==> src/rtl/ref_window_fetch_pkg.sv <==
// Shared search-window geometry and fetch FSM encoding, used by the window
// fetcher and the reference SRAM so both agree on window shape.
package ref_window_fetch_pkg;

    localparam int FRAME_W   = 352;
    localparam int WIN_WORDS = 3;
    localparam int WIN_ROWS  = 23;
    localparam int PIX_W     = 8;
    localparam int WORD_PIX  = 8;
    localparam int WIN_TOTAL = WIN_WORDS * WIN_ROWS;
    localparam int WORD_BITS = PIX_W * WORD_PIX;

    typedef enum logic [1:0] {
        ST_IDLE  = 2'd0,
        ST_FETCH = 2'd1,
        ST_DRAIN = 2'd2
    } fetch_state_e;

endpackage

==> src/rtl/ref_word_fifo.sv <==
// Two-entry word FIFO with a combinational head; absorbs the one-cycle
// frame-memory read latency so the stream can run at one word per cycle.
module ref_word_fifo
    import ref_window_fetch_pkg::*;
(
    input  logic                 clk,
    input  logic                 rst,
    input  logic                 push,
    input  logic [WORD_BITS-1:0] data,
    input  logic                 pop,
    output logic [WORD_BITS-1:0] head,
    output logic                 valid,
    output logic [1:0]           count
);

    logic [WORD_BITS-1:0] mem [2];
    logic                 wr_ptr;
    logic                 rd_ptr;
    logic                 do_push;
    logic                 do_pop;

    assign valid   = (count != 2'd0);
    assign head    = mem[rd_ptr];
    assign do_pop  = pop && valid;
    assign do_push = push && ((count != 2'd2) || do_pop);

    always_ff @(posedge clk) begin
        if (rst) begin
            // NOTE: storage is cleared so the head reads zero out of reset instead of X.
            mem[0] <= '0;
            mem[1] <= '0;
            wr_ptr <= 1'b0;
            rd_ptr <= 1'b0;
            count  <= 2'd0;
        end else begin
            if (do_push) begin
                mem[wr_ptr] <= data;
                wr_ptr      <= ~wr_ptr;
            end
            if (do_pop) begin
                rd_ptr <= ~rd_ptr;
            end
            case ({do_push, do_pop})
                2'b10:   count <= count + 2'd1;
                2'b01:   count <= count - 2'd1;
                default: count <= count;
            endcase
        end
    end

endmodule

==> src/rtl/ref_window_fetch.sv <==
// Reads one search window from frame memory in row-major order and streams it
// to the reference SRAM under the consumer's read_en handshake.
module ref_window_fetch
    import ref_window_fetch_pkg::*;
#(
    parameter int ADDR_W = 17
) (
    input  logic                 clk,
    input  logic                 rst,
    input  logic                 start,
    input  logic [ADDR_W-1:0]    win_base,
    output logic                 mem_rd,
    output logic [ADDR_W-1:0]    mem_addr,
    input  logic [WORD_BITS-1:0] mem_rdata,
    output logic [WORD_BITS-1:0] ref_in,
    output logic                 ref_valid,
    input  logic                 read_en,
    output logic                 busy,
    output logic                 done
);

    localparam int WORD_W = (WIN_WORDS > 1) ? $clog2(WIN_WORDS) : 1;
    localparam int ROW_W  = (WIN_ROWS > 1) ? $clog2(WIN_ROWS) : 1;
    localparam int CNT_W  = $clog2(WIN_TOTAL + 1);

    fetch_state_e      state;
    logic [ADDR_W-1:0] row_base;
    logic [WORD_W-1:0] word_idx;
    logic [ROW_W-1:0]  row_idx;
    logic [CNT_W-1:0]  xfer_cnt;
    logic              rd_pend;
    logic [1:0]        fifo_count;
    logic              xfer;
    logic [2:0]        occ_after;
    logic              last_word;
    logic              last_row;

    assign xfer      = ref_valid && read_en;
    assign last_word = (word_idx == WORD_W'(WIN_WORDS - 1));
    assign last_row  = (row_idx == ROW_W'(WIN_ROWS - 1));

    // NOTE: mem_rd depends on this cycle's pop so a freed slot is reused at once;
    // registering it would add a cycle to the credit loop and cap throughput at 2/3.
    assign occ_after = {1'b0, fifo_count} + {2'b00, rd_pend} - {2'b00, xfer};
    assign mem_rd    = (state == ST_FETCH) && (occ_after < 3'd2);

    ref_word_fifo u_fifo (
        .clk   (clk),
        .rst   (rst),
        .push  (rd_pend),
        .data  (mem_rdata),
        .pop   (read_en),
        .head  (ref_in),
        .valid (ref_valid),
        .count (fifo_count)
    );

    always_ff @(posedge clk) begin
        if (rst) begin
            state    <= ST_IDLE;
            mem_addr <= '0;
            row_base <= '0;
            word_idx <= '0;
            row_idx  <= '0;
            xfer_cnt <= '0;
            rd_pend  <= 1'b0;
            busy     <= 1'b0;
            done     <= 1'b0;
        end else begin
            rd_pend <= mem_rd;
            done    <= 1'b0;
            if (xfer) begin
                xfer_cnt <= xfer_cnt + CNT_W'(1);
            end
            case (state)
                ST_IDLE: begin
                    if (start) begin
                        state    <= ST_FETCH;
                        mem_addr <= win_base;
                        row_base <= win_base;
                        word_idx <= '0;
                        row_idx  <= '0;
                        xfer_cnt <= '0;
                        busy     <= 1'b1;
                    end
                end
                ST_FETCH: begin
                    if (mem_rd) begin
                        if (last_word) begin
                            word_idx <= '0;
                            row_idx  <= row_idx + ROW_W'(1);
                            row_base <= row_base + ADDR_W'(FRAME_W);
                            mem_addr <= row_base + ADDR_W'(FRAME_W);
                            if (last_row) begin
                                state <= ST_DRAIN;
                            end
                        end else begin
                            word_idx <= word_idx + WORD_W'(1);
                            mem_addr <= mem_addr + ADDR_W'(8);
                        end
                    end
                end
                ST_DRAIN: begin
                    if (xfer && (xfer_cnt == CNT_W'(WIN_TOTAL - 1))) begin
                        state <= ST_IDLE;
                        busy  <= 1'b0;
                        done  <= 1'b1;
                    end
                end
                default: state <= ST_IDLE;
            endcase
        end
    end

endmodule

==> config.mk <==
export PLATFORM = sky130hd
export DESIGN_NAME = ref_window_fetch
export DESIGN_NICKNAME = d
export VERILOG_FILES = /design/src/rtl/ref_window_fetch_pkg.sv /design/src/rtl/ref_word_fifo.sv /design/src/rtl/ref_window_fetch.sv
export SDC_FILE = /design/constraint.sdc
export NUM_CORES = 1
export LEC_CHECK = 0
export CAP_MARGIN = 40
export CORE_MARGIN = 4
export CORE_UTILIZATION = 55
export DETAILED_ROUTE_END_ITERATION = 8
export PLACE_DENSITY = 0.84
export SETUP_SLACK_MARGIN = 0.05
export SLEW_MARGIN = 20
export SYNTH_ARGS = -nofsm -noshare
export SYNTH_HDL_FRONTEND = slang
export SYNTH_SLANG_ARGS = --single-unit
==> constraint.sdc <==
create_clock -name clk -period 11.9 [get_ports clk]
set_input_delay 1.19 -clock clk [delete_from_list [all_inputs] [get_ports clk]]
set_output_delay 1.19 -clock clk [all_outputs]
set_load 0.02 [all_outputs]
Word level (Yosys, flattened, before mapping)
Memories as Yosys holds them, arrays and structs flattened. A register that Yosys moved wholly into a read port is not among the register bits.
Index checks and enable logic that the tools add are counted.
{"block": "totals", "memories": 1, "in_bits": 85, "mem_bits_rw": 128, "reg_bits": 57, "wordCells": 94, "output_inout_bits": 85}
{"name": "u_fifo.mem", "words": 2, "width": 64, "rd": 1, "rd_ports_with_merged_regs": 1, "wr": 2, "line": "ref_word_fifo.sv:16", "source": "logic [WORD_BITS-1:0] mem [2];"}
{"block": "classes", "bitwise": 3, "eq_ne": 13, "n_reduce_logical": 16, "addsub": 9, "n_lt_le_gt_ge": 1, "n_mux": 39}
{"op": "$mux 17", "n": 5}
{"op": "$pmux 17 s2", "n": 2}
{"op": "$mux 64", "n": 1}
{"op": "$reduce_or 64->1", "n": 1}
{"op": "$mux 7", "n": 3}
{"op": "$add 17x4->17 const B", "n": 1}
{"op": "$add 17x9->17 const B", "n": 1}
{"op": "$mux 2", "n": 8}
{"op": "$mux 5", "n": 3}
{"op": "$mux 1", "n": 12}
{"op": "$ne 2x2->1 const B", "n": 6}
{"op": "$pmux 5 s2", "n": 1}
{"op": "$pmux 2 s2", "n": 2}
{"op": "$reduce_bool 2->1", "n": 4}
{"op": "$add 7x1->7 const B", "n": 1}
{"op": "$eq 7x7->1 const B", "n": 1}
{"op": "$eq 2x2->1 const B", "n": 3}
{"op": "$pmux 2 s3", "n": 1}
{"op": "$reduce_and 3->1", "n": 2}
{"op": "$add 5x1->5 const B", "n": 1}
{"op": "$eq 5x5->1 const B", "n": 1}
{"op": "$reduce_and 5->1", "n": 1}
{"op": "$add 2x1->2 const B", "n": 2}
{"op": "$eq 2x1->1 const B", "n": 2}
{"op": "other kinds (11)", "n": 16}

Logic depth before layout (Yosys ltp)
Gate-level depths: netlist of the first run.
{"block": "depth", "depth_word": 9, "mapped_depth": 12}

Cells and area by module
A second synthesis of the first run with hierarchy kept.
{"block": "unflattened", "cells_unflattened": 756, "area_unflattened_um2": 8807.2}
{"module": "ref_word_fifo", "seq_area_each_um2": 3943.8, "n_inst": 1, "cells_each": 367, "area_per_inst_um2": 5761.8}
{"module": "ref_window_fetch", "seq_area_each_um2": 1061.0, "n_inst": 1, "cells_each": 389, "area_per_inst_um2": 3045.4}

Worst setup path before layout of the first run
No wires, ideal clock.
{"block": "synth_path", "kind": "in2reg", "start": "in read_en", "end": "mem u_fifo.mem[0][0] (netlist bit), enable pin", "required_time_ps": 11401, "path_slack_ps": 7151, "t_arrival_ps": 4250, "path_stages": 2, "path_buffers": 0, "setup_time_ps": 499, "path_cell_list": "o31ai_4 o21bai_1"}
{"element": "start, declared", "line": "ref_window_fetch.sv:17", "source": "input logic read_en,"}
{"element": "end, declared", "line": "ref_word_fifo.sv:16"}

Worst setup path after layout of the first run
{"block": "layout_path", "start": "in read_en", "end": "out mem_rd"}
{"block": "layout_between", "elab_chain_cells": 4}
{"element": "$logic_and 1x1->1", "line": "ref_window_fetch.sv:38", "source": "assign xfer = ref_valid && read_en;"}
{"element": "$sub 3x1->3", "line": "ref_window_fetch.sv:44", "source": "assign occ_after = {1'b0, fifo_count} + {2'b00, rd_pend} - {2'b00, xfer};"}
{"element": "$lt 3x2->1", "line": "ref_window_fetch.sv:45", "source": "assign mem_rd = (state == ST_FETCH) && (occ_after < 3'd2);"}
{"element": "$logic_and 1x1->1", "line": "ref_window_fetch.sv:45"}
{"element": "end, declared", "line": "ref_window_fetch.sv:12", "source": "output logic mem_rd,"}
No other way between the ends.

==> run summary, run 1 <==
Status = complete, no violations
Die Footprint = 17,900 µm²
Final number of setup-violating endpoints = 0
Initial antenna violation count = 1
Comb pwr share = 29.2%
Vias in the first global route = 6,205
Synth Warn # = 0
EDFF count, synth = 128
Area leader, netlist = edfxtp_1
Met2 Use GR = 37.7%
Hold Buf Count CTS = 0
CP max stage delay = 650 ps
Setup TNS = 0 ps
Vias/cell = 5.55
Worst vdd ir = 112 µV
Met3 usage = 4.46%
Grt met1 use = 26.9%
Worst Setup Start Kind = input pin
Die Y-Extent = 134 µm
Post-synthesis sequential area ratio = 57.3%
Max stage delay cell, worst path = clkdlybuf4s50_1
Tightest Hold Check Type = reg2reg
Mapped Avg Cell Area = 11.6 µm²
Final Max Tran Viols = 0
Flop pwr share = 39.6%
Post-Synthesis Cells = 753
First-pass GRT wire length = 31,100 µm
Final #Nets = 1,002
Top cells by area, synth = edfxtp_1 44%, dfxtp_1 13%, and2_1 9.8%, mux2_2 8.3%, nand2_1 2.2%
Port Buf Inserts = 169
Dpl hpwl = 12,800 µm
RR Endpoint = row_base[6]
Worst-path clk slew = 70 ps
WL final = 20,000 µm
Top_reg_cell synth = edfxtp_1
Final hold viol count = 0
CP arrival = 4210 ps
Drt wl/cell = 17.6 µm
Post-CTS Setup Inserts = 0
P_leak = 4.18 nW
Clock tree buffer depth = 2
Placed inst area = 10,600 µm²
Share of flip-flops with an asynchronous set or reset = 0%
Synth cell types = 64
CTS root buf = clkbuf_16
Req. time, crit path = 10,710 ps
R2R Path Start = u_fifo.count[1]
Core box area = 15,400 µm²
Top Usage Layer GRT = met2
Post-synthesis register bit count = 186
Pin count of the biggest net entering global routing = 66
WS Path Type = in2out
Post-Place Cells = 1,097
Antenna cells = 0
RSZ-0062 raised after global routing = no
Worst r2r path cells = 9
NetSw = 0.611 mW
DR vias = 6,285
Critical path endpoint = mem_rd
CTS resizes = 0
Worst Path Max Fanout = 10
Fin cells = 1,132
Critical Path, Cell by Cell = clkdlybuf4s50_1 -> o21a_1 -> ha_1 -> nand2b_1 -> fa_1 -> xnor2_1 -> and3_1 -> clkdlybuf4s50_1
Area fraction of the dominant cell type after synthesis = 44.0%
Most common cell in the netlist = and2_1
GRT Resource Usage Total = 21.9%
Synthesized net count = 847
# IOs = 170
Area grow syn2layout = 30.0%
Number of buffers created by CTS = 17
DRT iter0 DRCs = 444
Worst-Margin Slew = 784 ps
Pwr dens = 183 nW/µm²
Skew final = 9.31 ps
CTS sink count = 186
Clock share of power = 31.2%
Crit. End Element = output port
Fmax = 0.185 GHz
Layout cells sized above 1 = 13.2%
Pint = 1.47 mW
ANT nets after route = 0
CTS tree = yes
MaxCap Viol Count = 0
Row count = 45
Final period util = 45.4%
CP most frequent cell = clkdlybuf4s50_1
Crit path from = read_en
Htree depth = 4
Total gr overflow = 0
First-pass iteration count of the detailed router = 5
Commonest cells in the netlist = 137 x and2_1, 128 x edfxtp_1, 64 x mux2_2
Min Tclk post-route = 5400 ps
Initial Utilization = 56.8%
Reg2Reg Setup Slack = 8590 ps
Routability cong. = 0.814
Die Width = 134 µm
Switching Share = 29.4%
Rel. slew slack = 47.7%
Synthesized area = 8730 µm²
Design area = 11,300 µm²
Clk_lat worst skew = 430 ps
Power Total = 2.08 mW
Drt drc = 0
how the worst min path moves through the flow:
stage                startpoint           to  slack [ps]  cells past startpoint
finish              row_base[3]  row_base[3]         460                      2
global route        row_base[2]  row_base[2]         480                      2
CTS                 row_base[3]  row_base[3]         460                      2
detailed placement  row_base[3]  row_base[3]         450                      2
global placement    row_base[1]  row_base[1]         440                      2
floorplan           row_base[0]  row_base[0]         440                      2
critical path: cells and delay by family:
family          cells  cell delay (ps)
fa+ha+maj           2              670
simple gates        2              490
xor+xnor            1              320
buf+inv             2             1180
compound gates      1              350
power groups by stage:
stage	logic [mW]	clock network, mW	registers [mW]
6_report	0.607	0.648	0.822
5_1_grt	0.649	0.681	0.830
4_1_cts	0.599	0.655	0.822
3_5_place_dp	0.594	0	0.835
3_3_place_gp	0.583	0	0.831
2_1_floorplan	0.347	0	0.838
cells in the final DEF, fill, tap and decap left out, types with 13 or more instances in the layout:
cell             count
nand2_1             52
o21ai_0             26
a21oi_1             29
dfxtp_1             57
clkbuf_16           17
mux2_2              64
xor2_1              15
nor2_1              43
clkdlybuf4s50_1    168
xnor2_1             14
and2_1             137
nand3_1             13
edfxtp_1           128
state kept, by name (all words and copies together) (netlist names), 2 cells and up, named ones only:
| signal | cells |
|---|---|
| state | 2 |
| word_idx | 2 |
| row_idx | 5 |
| u_fifo.mem | 128 |
| xfer_cnt | 7 |
| mem_addr | 17 |
| row_base | 17 |
| u_fifo.count | 2 |
stage by stage:
step / hold slack, ps / utilization [%] / setup WS, ps
finish: 456 / 73.8 / 6500
global route: 478 / 73.8 / 6320
CTS: 456 / 73.4 / 6490
detailed placement: 447 / 68.9 / 6510
global placement: 442 / 68.7 / 6580
floorplan: 436 / - / 7150
kinds of logic (layout without fill, tap and decap cells):
family / Yosys count / count (layout) / synth area share (%)
AO/OA/AOI/OAI: 108 / 108 / 8.20
XOR/XNOR: 29 / 29 / 2.91
adder cells (fa/ha/maj): 9 / 9 / 1.38
buffers and inverters: 57 / 225 / 2.81
flip-flops: 186 / 186 / 57.3
multiplexers: 66 / 66 / 8.49
AND/OR/NAND/NOR: 298 / 298 / 18.9
cell type report:
type / count / area (µm²)
sequential: 186 / 5010
fill: 1049 / 4030
multi-input combinational: 510 / 3500
timing repair buffer: 183 / 1850
clock buffer: 17 / 425
tap: 211 / 264
clock inverter: 15 / 262
inverter: 10 / 37.5
layer usage:
metal	part of all wire, %	wire length, µm
met5	0.040	8
met4	2.9	573
met1	41	8250
met3	6.1	1210
met2	50	9930
Note: power is estimated with default switching activity, not from simulation.
==> run 2: changes to the inputs <==
- CORE_UTILIZATION: 55 -> 52
- PLACE_DENSITY: 0.84 -> 0.8
- clock period: 11.9 -> 5.6 ns (I/O delays scaled with it)
==> run summary, run 2 (synthesis gave the netlist of run 1 again) <==
Worst vdd ir = 236 µV
CTS sink count = 186
Initial antenna violation count = 1
Most frequent cells in the layout = 168 x clkdlybuf4s50_1, 137 x and2_1, 128 x edfxtp_1, 64 x mux2_2, 57 x dfxtp_1
Status = complete, no violations
Final period util = 74.2%
Vias in the first global route = 5,985
Most flops, register = u_fifo.mem
Die Footprint = 18,900 µm²
Worst-Margin Slew = 821 ps
DR vias = 6,210
Number of cells on the critical path = 8
Area grow syn2layout = 28.7%
Worst Setup Start Kind = input pin
Routability cong. = 0.816
Max reg flops = 128
Worst Path Max Fanout = 10
Skew final = 9.70 ps
Number of buffers created by CTS = 17
Power Total = 4.26 mW
Worst r2r path cells = 9
Final Max Tran Viols = 0
First-pass iteration count of the detailed router = 5
CTS resizes = 0
Final hold viol count = 0
CTS root buf = clkbuf_16
Final core utilization = 68.0%
Min Tclk post-route = 4160 ps
Final #Nets = 1,001
Setup TNS = 0 ps
Pwr dens = 380 nW/µm²
Drt wl/cell = 17.3 µm
Crit. End Element = output port
Drt drc = 0
Biggest regs = u_fifo.mem: 128 flops, mem_addr: 17 flops, row_base: 17 flops
Rel. slew slack = 45.2%
WS Path Type = in2out
Pin count of the biggest net entering global routing = 66
Core box area = 16,500 µm²
MaxCap Viol Count = 0
Total gr overflow = 0
Tightest Hold Check Type = reg2reg
CP arrival = 3600 ps
Vias/cell = 5.46
P_leak = 4.12 nW
Die Y-Extent = 138 µm
Die Width = 138 µm
Fmax = 0.241 GHz
Final number of setup-violating endpoints = 0
Row count = 47
Dpl hpwl = 13,100 µm
CTS tree = yes
# IOs = 170
ANT nets after route = 0
Req. time, crit path = 5040 ps
Critical Path, Cell by Cell = clkdlybuf4s50_1 -> o21a_1 -> ha_1 -> nand2b_1 -> fa_1 -> xnor2_1 -> and3_1 -> clkdlybuf4s50_1
CP max stage delay = 660 ps
Htree depth = 4
Clk_lat worst skew = 420 ps
Largest delay share family, worst path = buffers and inverters
DRT iter0 DRCs = 431
Clock tree buffer depth = 2
Hold Buf Count CTS = 0
Layout cells sized above 1 = 12.8%
First-pass GRT wire length = 30,500 µm
Max stage delay cell, worst path = clkdlybuf4s50_1
Post-CTS Setup Inserts = 0
Port Buf Inserts = 169
GRT Resource Usage Total = 20.8%
Hold path depth = 2
CP most frequent cell = clkdlybuf4s50_1
Antenna cells = 0
Fillers = 1,214
Worst-path clk slew = 60 ps
RSZ-0062 raised after global routing = no
Commonest non-fill, non-tap cell in the layout = clkdlybuf4s50_1
Initial Utilization = 52.8%
WP buf/inv = 2
WL final = 19,600 µm
[run 2: cell types whose count changed in the layout (fill, tap and decap cells not counted), sizes merged]
cell / delta
clkinv: -3
bufinv: -2
clkinvlp: +2
buf: -1
clkbuf: +1
inv: -1
[run 2: path summary, 6_finish.rpt]
kind / endpoint / slack [ps] / startpoint
max: mem_rd / 1440 / read_en
min: row_base[4] / 460 / row_base[4]
max reg2reg: row_base[6] / 2250 / u_fifo.count[1]
min reg2reg: row_base[4] / 460 / row_base[4]
[run 2: through the flow]
stage                     cells  area (µm²)  setup WS (ps)  hold slack [ps]
after CTS                  1137       11200           1440              457
after floorplan             753        8730           1480              436
after global placement     1105       10600           1530              442
after global routing       1137       11200           1240              487
after detailed placement   1108       10600           1460              448
final                      1137       11200           1440              456
[run 2: power by group]
part | leakage [nW] | internal (mW) | total, mW | switching (mW)
Combinational | 2.03 | 0.615 | 1.27 | 0.656
Clock | 0.285 | 0.742 | 1.24 | 0.497
Sequential | 1.81 | 1.65 | 1.75 | 0.109
Total | 4.12 | 3.00 | 4.26 | 1.26
[run 2: tightest hold or removal path: stages (launching register included)]
cell and delay [ps]:
dfxtp_1 310, nand2_1 50, a21oi_1 50
[run 2: cell type report]
cell class	count	area [µm²]	share of cell area [%]
inverter	10	37.5	0.334
clock inverter	11	171	1.53
tap	220	275	2.45
clock buffer	18	429	3.82
sequential	186	5010	44.6
multi-input combinational	510	3500	31.1
timing repair buffer	182	1820	16.2
[run 2: routing by layer]
layer,up-vias,global-route usage [%],part of all wire (%)
li1,2990,-,-
met1,3004,25.6,41
met2,190,36.0,50
met3,24,5.04,6.6
met4,2,6.82,1.7
met5,-,0,0.081
==> run 3: changes to the inputs <==
- clock period: 5.6 -> 4.3 ns (I/O delays scaled with it)
==> run summary, run 3 (synthesis gave the netlist of run 1 again) <==
Drt drc = 0
Rel. slew slack = 45.6%
Commonest non-fill, non-tap cell in the layout = clkdlybuf4s50_1
Clk_lat worst skew = 420 ps
Routability cong. = 0.825
Die Y-Extent = 138 µm
WS Path Type = in2out
Post-CTS Setup Inserts = 0
Vias/cell = 5.42
Worst vdd ir = 308 µV
CP most frequent cell = clkdlybuf4s50_1
Most flops, register = u_fifo.mem
Worst Setup Start Kind = input pin
DRT iter0 DRCs = 439
Grt met1 use = 26.0%
Htree depth = 4
Die Width = 138 µm
Final period util = 82.8%
Port Buf Inserts = 169
Worst Path Max Fanout = 6
Area grow syn2layout = 28.6%
Final Max Tran Viols = 0
Antenna cells = 0
CTS root buf = clkbuf_16
DR vias = 6,175
Placed inst area = 10,600 µm²
Fmax = 0.281 GHz
Fillers = 1,223
P_leak = 4.12 nW
CP max stage delay = 640 ps
Final hold viol count = 0
Initial antenna violation count = 1
Max reg flops = 128
Vias in the first global route = 6,080
Clock tree buffer depth = 2
Hold Buf Count CTS = 0
Most frequent cells in the layout = 168 x clkdlybuf4s50_1, 137 x and2_1, 128 x edfxtp_1, 64 x mux2_2, 57 x dfxtp_1
CTS sink count = 186
# IOs = 170
Met3 usage = 5.30%
Worst-path clk slew = 60 ps
Critical Path, Cell by Cell = clkdlybuf4s50_1 -> o21a_1 -> ha_1 -> nand2b_1 -> fa_1 -> xnor2_1 -> and3_1 -> clkdlybuf4s50_1
Met2 Use GR = 36.1%
Setup TNS = 0 ps
Drt wl/cell = 17.2 µm
First-pass iteration count of the detailed router = 6
Post-Place Cells = 1,108
Initial Utilization = 52.8%
Req. time, crit path = 3870 ps
Final #Nets = 1,001
Pwr dens = 486 nW/µm²
Dpl hpwl = 13,000 µm
GRT Resource Usage Total = 20.8%
CTS resizes = 0
Hold Worst Slack = 457 ps
CP arrival = 3130 ps
Top Usage Layer GRT = met2
Fin cells = 1,139
Max stage delay cell, worst path = clkdlybuf4s50_1
Pin count of the biggest net entering global routing = 65
Design area = 11,200 µm²
Number of buffers created by CTS = 17
Skew final = 7.60 ps
First-pass GRT wire length = 30,700 µm
Core box area = 16,500 µm²
MaxCap Viol Count = 0
Biggest regs = u_fifo.mem: 128 flops, mem_addr: 17 flops, row_base: 17 flops
Status = complete, no violations
Worst-Margin Slew = 806 ps
Row count = 47
Layout cells sized above 1 = 12.8%
Total gr overflow = 0
Final number of setup-violating endpoints = 0
WL final = 19,600 µm
Min Tclk post-route = 3560 ps
CTS tree = yes
Tightest Hold Check Type = reg2reg
RSZ-0062 raised after global routing = no
ANT nets after route = 0
Die Footprint = 18,900 µm²
Crit. End Element = output port
run 3: cell count changes in the layout (fill, tap and decap cells not counted), sizes merged:
cell      change
clkinv        +5
clkinvlp      -1
bufinv        -2
run 3: final cells by class:
type	instances	area, µm²	share of cell area (%)
clock buffer	18	429	3.83
clock inverter	13	144	1.28
inverter	10	37.5	0.335
multi-input combinational	510	3500	31.2
sequential	186	5010	44.6
tap	220	275	2.45
timing repair buffer	182	1830	16.3
run 3: layer usage:
| layer | share of wire, % | routed length (µm) |
|---|---|---|
| met5 | 0.082 | 16 |
| met1 | 40 | 7880 |
| met3 | 7.6 | 1490 |
| met2 | 51 | 9990 |
| met4 | 1.0 | 205 |
run 3: per-stage QoR:
step	setup slack (ps)	utilization [%]	power [mW]
2_1_floorplan	239	-	3.28
3_3_place_gp	759	64.2	3.94
3_5_place_dp	725	64.4	3.98
4_1_cts	715	67.9	5.49
5_1_grt	560	67.9	5.71
6_report	738	67.9	5.45
run 3: worst paths after layout:
path,start,to,slack (ps),depth (start not counted)
worst max-delay path,read_en,mem_rd,740,8
worst min-delay path,row_base[4],row_base[4],460,2
worst max register to register,u_fifo.count[1],row_base[5],1290,9
worst min register to register,row_base[4],row_base[4],460,2
run 3: critical path, delay by kind of cell:
| family | cells | cell delay, ps |
|---|---|---|
| XOR/XNOR | 1 | 300 |
| AO/OA/AOI/OAI | 1 | 160 |
| adder cells (fa/ha/maj) | 2 | 600 |
| buffers and inverters | 2 | 1160 |
| AND/OR/NAND/NOR | 2 | 470 |
run 3: power by group:
group,switching [mW],internal [mW]
Sequential,0.158,2.14
Clock,0.660,0.859
Combinational,0.828,0.804
Total,1.65,3.80
